==> src/rtl/control_sequencer.sv <==
// Instruction-cycle sequencer of the mini CPU: owns the PC, drives
// instruction-memory reads, strobes fetch/execute and handles halt.
//
// Parameters:
//   MEM_LAT    instruction-memory read latency in cycles (1..15)
//   PC_RESET   PC value loaded on reset
//
// Ports:
//   clk, rst_n         clock, synchronous active-low reset
//   run                level: 1 = run program, 0 = stop after current instr
//   in_opcode          opcode from fetch stage (valid in DECODE)
//   in_address         address field from fetch stage (valid in DECODE)
//   acc_zero           accumulator==0 flag, sampled in DECODE
//   step_mode, step    single-step controls (only with SINGLE_STEP_EN)
//   out_pc             program counter / instruction-memory address
//   imem_rd            read strobe (FETCH)
//   fetch_ce           fetch-stage capture enable (LATCH)
//   exec_ce            one-cycle execute strobe (EXEC)
//   halted             high while in HALT
//   out_state          current FSM state, for debug
//
// Optional feature macro: SINGLE_STEP_EN adds the step ports and PAUSE.

module control_sequencer #(
    parameter int unsigned MEM_LAT  = 2,
    parameter logic [11:0] PC_RESET = 12'h000
) (
    input  logic        clk,
    input  logic        rst_n,
    input  logic        run,
    input  logic [3:0]  in_opcode,
    input  logic [11:0] in_address,
    input  logic        acc_zero,
`ifdef SINGLE_STEP_EN
    input  logic        step_mode,
    input  logic        step,
`endif
    output logic [11:0] out_pc,
    output logic        imem_rd,
    output logic        fetch_ce,
    output logic        exec_ce,
    output logic        halted,
    output logic [2:0]  out_state
);

    localparam logic [2:0] S_IDLE   = 3'd0;
    localparam logic [2:0] S_FETCH  = 3'd1;
    localparam logic [2:0] S_LATCH  = 3'd2;
    localparam logic [2:0] S_DECODE = 3'd3;
    localparam logic [2:0] S_EXEC   = 3'd4;
    localparam logic [2:0] S_HALT   = 3'd5;
    localparam logic [2:0] S_PAUSE  = 3'd6;

    localparam logic [3:0] OP_NOP = 4'h0;
    localparam logic [3:0] OP_JMP = 4'h8;
    localparam logic [3:0] OP_JZ  = 4'h9;
    localparam logic [3:0] OP_HLT = 4'hF;

    localparam logic [3:0] LAT_LAST = 4'(MEM_LAT - 1);

    logic [2:0]  state_q, state_d;
    logic [11:0] pc_q, pc_d;
    logic [3:0]  lat_q, lat_d;
    logic [2:0]  retire_state;

    // Where to go once an instruction completes.
    always_comb begin
        retire_state = run ? S_FETCH : S_IDLE;
`ifdef SINGLE_STEP_EN
        if (run && step_mode) begin
            retire_state = S_PAUSE;
        end
`endif
    end

    always_comb begin
        state_d = state_q;
        pc_d    = pc_q;
        lat_d   = lat_q;
        case (state_q)
            S_IDLE: begin
                if (run) begin
                    state_d = S_FETCH;
                end
            end
            S_FETCH: begin
                if (lat_q == LAT_LAST) begin
                    lat_d   = 4'd0;
                    state_d = S_LATCH;
                end else begin
                    lat_d = lat_q + 4'd1;
                end
            end
            S_LATCH: begin
                state_d = S_DECODE;
            end
            S_DECODE: begin
                case (in_opcode)
                    OP_NOP: begin
                        pc_d    = pc_q + 12'd1;
                        state_d = retire_state;
                    end
                    OP_JMP: begin
                        pc_d    = in_address;
                        state_d = retire_state;
                    end
                    OP_JZ: begin
                        pc_d    = acc_zero ? in_address : pc_q + 12'd1;
                        state_d = retire_state;
                    end
                    OP_HLT: begin
                        state_d = S_HALT;
                    end
                    default: begin
                        state_d = S_EXEC;
                    end
                endcase
            end
            S_EXEC: begin
                pc_d    = pc_q + 12'd1;
                state_d = retire_state;
            end
            S_HALT: begin
                if (!run) begin
                    state_d = S_IDLE;
                end
            end
`ifdef SINGLE_STEP_EN
            S_PAUSE: begin
                if (!run) begin
                    state_d = S_IDLE;
                end else if (step) begin
                    state_d = S_FETCH;
                end
            end
`endif
            // Illegal codes (and PAUSE when single-step is absent) recover.
            default: begin
                state_d = S_IDLE;
                lat_d   = 4'd0;
            end
        endcase
    end

    always_ff @(posedge clk) begin
        if (!rst_n) begin
            state_q <= S_IDLE;
            pc_q    <= PC_RESET;
            lat_q   <= 4'd0;
        end else begin
            state_q <= state_d;
            pc_q    <= pc_d;
            lat_q   <= lat_d;
        end
    end

    assign out_pc    = pc_q;
    assign out_state = state_q;
    assign imem_rd   = (state_q == S_FETCH);
    assign fetch_ce  = (state_q == S_LATCH);
    assign exec_ce   = (state_q == S_EXEC);
    assign halted    = (state_q == S_HALT);

endmodule

==> config.mk <==
export PLATFORM = sky130hd
export DESIGN_NAME = control_sequencer
export DESIGN_NICKNAME = d
export VERILOG_FILES = /design/src/rtl/control_sequencer.sv
export SDC_FILE = /design/constraint.sdc
export NUM_CORES = 1
export LEC_CHECK = 0
export BUFFER_PORTS_ARGS = -buffer_cell sky130_fd_sc_hd__buf_2
export CORE_ASPECT_RATIO = 2
export CORE_MARGIN = 2
export CORE_UTILIZATION = 40
export CTS_BUF_LIST = sky130_fd_sc_hd__clkbuf_2 sky130_fd_sc_hd__clkbuf_4 sky130_fd_sc_hd__clkbuf_8
export CTS_CLUSTER_SIZE = 16
export DETAILED_ROUTE_END_ITERATION = 7
export PLACE_DENSITY_LB_ADDON = 0.2
export SLEW_MARGIN = 15
export SYNTH_ARGS = -nofsm -noshare
export SYNTH_HDL_FRONTEND = slang
export SYNTH_SLANG_ARGS = --single-unit
==> constraint.sdc <==
create_clock -name clk -period 1.7 [get_ports clk]
set_input_delay 0.085 -clock clk [delete_from_list [all_inputs] [get_ports clk]]
set_output_delay 0.085 -clock clk [all_outputs]
set_load 0.01 [all_outputs]
======== Word level (Yosys, flattened, before mapping) ========
Index checks and enable logic that the tools add are counted.
storage, ports and cells
  bits in registers ....................... 19
  ROM bits ................................ 0
  bits in writable memories ............... 0
  output and inout port bits .............. 19
  bits in latches ......................... 0
  memories kept ........................... 0
operators by class
  shift operators ......................... 0
  divide/modulo/power cells ............... 0
  multiplexer cells ....................... 11
  order comparisons ....................... 0
  equal/unequal tests ..................... 13
  bitwise logic cells ..................... 0
  reduce and logical (&&, ||, !) cells .... 7
  multiply operators ...................... 0
  add/sub/neg operators ................... 2
operator list
  operator                                                                  count
  12-bit one-hot mux with 3 select lines                                    1
  12-bit one-hot mux with 2 select lines                                    1
  3-bit one-hot mux with 6 select lines                                     1
  12-bit by 1-bit adder with 12-bit output (second input constant)          1
  4-bit equality test (second input constant)                               3
  12-bit two-way mux                                                        1
  3-bit two-way mux                                                         3
  4-bit one-hot mux with 2 select lines                                     1
  3-bit by 2-bit equality test with 1-bit output (second input constant)    2
  3-bit equality test (second input constant)                               2
  3-bit one-hot mux with 2 select lines                                     1
  5-bit OR reduction                                                        1
  4-bit by 1-bit adder with 4-bit output (second input constant)            1
  4-bit by 1-bit equality test with 1-bit output (second input constant)    1
  4-bit logical NOT                                                         1
  4-bit two-way mux                                                         1
  2-bit inequality test (second input constant)                             2
  4-bit inequality test (second input constant)                             1
  3-bit by 1-bit equality test with 1-bit output (second input constant)    1
  3-bit logical NOT                                                         1
  3-bit AND reduction                                                       1
  3-bit OR reduction                                                        1
  2-bit by 1-bit inequality test with 1-bit output (second input constant)  1
  2-bit AND reduction                                                       1
  other kinds (2)                                                           2

======== Logic depth before layout (Yosys ltp) ========
  depth after elaboration ................. 4
  mapped depth ............................ 7
  gate-level depth less buffers ........... 6

======== Least setup slack after synthesis ========
No wires, ideal clock.
  path kind ............................... flip-flop to flip-flop
  from .................................... register state_q[2] (netlist: out_state[2])
  to ...................................... register pc_q[0] (netlist: out_pc[0])
  setup slack ............................. -80 ps
  library setup time ...................... 74 ps
  arrival ................................. 1,706 ps
  stages on the path, launching flop included .. 8
  cells stage by stage .................... dfxtp_1 -> buf_6 -> or3b_1 -> buf_6 -> o41a_4 -> buf_6 -> or3_1 -> a31oi_1
on the way
  word-level cells in the longest chain between the ends .. 3
RTL lines
  element                                                                                line  RTL
  from (decl)                                                                            61    logic [2:0] state_q, state_d;
  from (signal assigned)                                                                 151   state_q <= state_d;
  3-bit by 2-bit equality test with 1-bit output or 3-bit equality test (tied branches)  80    case (state_q)
  4-bit inequality test (no source line) or 2-bit nonzero test (tied branches)           -
  2-bit AND reduction (no source line)                                                   -
  to (signal assigned)                                                                   152   pc_q <= pc_d;
  to (decl)                                                                              62    logic [11:0] pc_q, pc_d;
Several ways; a longest one is shown, not always the timed one.
A chain may end at the register's enable or synchronous reset.

======== Worst setup path after layout ========
Same ends and word-level chain as after synthesis.

==> flow_summary.json <==
{
  "status": "finished, final reports clean",
  "synth_top_area_share_pct": 29.0,
  "fin_area_sq_mm": 0.00167,
  "final_cell_mix": "38 x buf_2, 17 x dfxtp_1, 15 x nand2_1, 15 x buf_4, 12 x a21oi_1",
  "num_antenna_cells": 0,
  "r2r-end": "out_pc[0]$_SDFFE_PN0P_",
  "synth.area.top_cells": "dfxtp_1 29%, a21oi_1 4.6%, mux2i_1 4.6%, nand2_1 4.6%, o22ai_1 3.8%",
  "setup.worst_path.class": "register to register",
  "slew_viol_final": 0,
  "ios": 39,
  "end_kind": "register",
  "grt_pass1_vias": 1383,
  "gp_congestion": 0.806,
  "worstHoldStart": "in_address[1]",
  "routed.top_layer": "met4",
  "async_flop_share_pct": 0,
  "grt_start_max_net_pins": 22,
  "setup-violations-final": 0,
  "synth_seq_cells": 19,
  "area_growth_syn_to_layout_pct": 26.8,
  "cts.clk_slew.worst_paths_ns": 0.07,
  "max_cap_viol_count": 0,
  "whs_path_depth": 3,
  "path_delay_family": "simple AND/OR/NAND/NOR gates",
  "fmax_mhz": 627,
  "dp_hpwl_um": 2830,
  "track_usage_pct": 20.2,
  "crit_buf_inv": 0,
  "synth_edf_count": 0,
  "wl_met2_um": 2090,
  "finClkSkew_ns": 0.00225,
  "vias": 1421,
  "drt_pre_antenna_iters": 4,
  "rsz0062_at_grt": "true",
  "whs_ns": 0.0839,
  "initial_utilization_pct": 41.6,
  "synthCells": 162,
  "yosys_warnings": 0,
  "avgSynthCellArea_sq_um": 8.11,
  "die_h_um": 85.1,
  "ir_worst_vdd_mv": 0.601,
  "placed_area_sq_mm": 0.00158,
  "routedWlPerCell_um": 15.2,
  "overflow": 0,
  "cts_root_buf": "clkbuf_8",
  "nNetsFinal": 233,
  "worstMarginPinSlew_ns": 0.536,
  "drc": 0,
  "p_leak_uw": 0.000714,
  "ant_nets": 0,
  "h-tree-depth": 1,
  "critical_path.max_fanout": 9,
  "wl_met3_um": 156,
  "floorplan.die.width_um": 44.5,
  "drt_wl_total_um": 3650,
  "grt_pass1_wl_um": 5900,
  "rr_worst_depth": 4,
  "syn-num-nets": 185,
  "wl_met1_um": 1340,
  "cp_slowest_cell": "o41a_4",
  "slowest_delay_ns": 0.45,
  "required_ns": 1.88,
  "viasPerCell": 5.92,
  "hold_viol": 0,
  "yosys.cell_types.count": 46,
  "worstSkewPairLatency_ns": 0.26,
  "power.density_mw_per_mm2": 926,
  "start_kind": "register",
  "dieArea_sq_mm": 0.00379,
  "cp_cell_sequence": "nand3b_1, o41a_4, or3_1, a31oi_1",
  "cts-buffers-inserted": 3,
  "fillers": 330,
  "min_to": "out_pc[1]$_SDFFE_PN0P_",
  "min_period_over_period_pct": 93.8,
  "cts_tree": "done",
  "rows": 29,
  "layout-drive-gt1-share_pct": 33.5,
  "mostFrequentLayoutCell": "buf_2",
  "hp-class": "input pin to register",
  "arrival_ns": 1.78,
  "antenna_found_initial": 0,
  "clock_sink_count": 19,
  "drt_iter0_markers": 35,
  "synthFlopType": "dfxtp_1",
  "min_period_ns": 1.59,
  "io_buffer_count": 38,
  "synth_top_cell_by_area": "dfxtp_1",
  "max-slew-margin-rel_pct": 63.9,
  "timing.rr.start": "out_state[2]$_SDFFE_PN0P_",
  "coreArea_sq_mm": 0.00316,
  "clockBufferDepth": 2,
  "ctsHoldBuffers": 0,
  "yosysSeqAreaShare_pct": 29.0,
  "syn_area_sq_mm": 0.00131,
  "rrSetupSlack_ns": 0.11
}
==> per-stage QoR <==
step | setup WS (ns) | setup TNS [ns] | utilization (%) | total power, uW | std cells
finish | 0.106 | 0 | 52.8 | 1540 | 240
global route | -0.00981 | -0.00981 | 52.8 | 1650 | 240
CTS | 0.000468 | 0 | 51.5 | 1500 | 238
detailed placement | 0.00349 | 0 | 50.0 | 1180 | 234
global placement | 0.0722 | 0 | 50.0 | 1160 | 234
floorplan | -0.00275 | -0.00275 | - | 991 | 162
==> final cells by class <==
| cell class | instances | area [sq um] | area share, % |
|---|---|---|---|
| multi-input combinational | 126 | 868 | 52.1 |
| sequential | 19 | 383 | 23.0 |
| timing repair buffer | 53 | 303 | 18.2 |
| clock buffer | 3 | 41.3 | 2.48 |
| tap | 31 | 38.8 | 2.33 |
| inverter | 7 | 26.3 | 1.58 |
| clock inverter | 1 | 5.00 | 0.301 |
==> Yosys cell counts, drive strengths merged (5+ instances only) <==
cell and n:
a21oi 12, buf 7, dfxtp 19, inv 7, mux2i 6, nand2 16
nand3 10, nor2 5, nor3 6, nor3b 5, o21ai 7, o22ai 8
==> how the worst max path moves through the flow <==
stage / from / end / depth (start not counted)
finish: out_state[2]$_SDFFE_PN0P_ / out_pc[0]$_SDFFE_PN0P_ / 4
global route: out_state[2]$_SDFFE_PN0P_ / out_pc[8]$_SDFFE_PN0P_ / 5
CTS: out_state[2]$_SDFFE_PN0P_ / out_pc[9]$_SDFFE_PN0P_ / 4
detailed placement: out_state[1]$_SDFFE_PN0P_ / out_pc[0]$_SDFFE_PN0P_ / 4
global placement: out_state[1]$_SDFFE_PN0P_ / out_pc[0]$_SDFFE_PN0P_ / 4
floorplan: out_state[2]$_SDFFE_PN0P_ / out_pc[0]$_SDFFE_PN0P_ / 7
==> tightest hold or removal path, cell delays in order <==
cell and delay, ns:
buf_2 0.09, nand2_1 0.05, a31oi_1 0.07
==> routing by layer <==
metal  vias to the layer above  GRT usage (%)
li1                        702              -
met2                        46           37.7
met3                         6           2.13
met1                       667           20.8
met5                         -              0
met4                         0           9.09
==> report_power, final <==
group          leakage [uW]  switching [uW]  internal, uW  total (uW)
combinational      0.000533             355           307         662
sequential         0.000155            61.2           500         561
clock             0.0000255             156           163         319
==> kinds of logic (layout without fill, tap and decap cells) <==
family                   Yosys count  after routing  synth area share (%)
multiplexers                       6              6                  4.57
XOR/XNOR                           2              2                  1.33
adder cells (fa/ha/maj)            3              3                  2.86
buffers and inverters             17             64                  7.33
flip-flops                        19             19                  29.0
AND/OR/NAND/NOR                   67             67                  28.7
AO/OA/AOI/OAI                     48             48                  26.3
==> flip-flops by register name, summed over array words and instances, names as in the netlist <==
register and cells:
out_pc 12, lat_q 4, out_state 3
==> what timing repair did <==
action / in CTS / in global routing
pin swaps: 0 / 1
setup endpoints to repair: 1 / 13
buffers inserted: 0 / 2
gates resized for setup: 1 / 7
hold endpoints to repair: 0 / 0
Note: power is estimated with default switching activity, not from simulation.
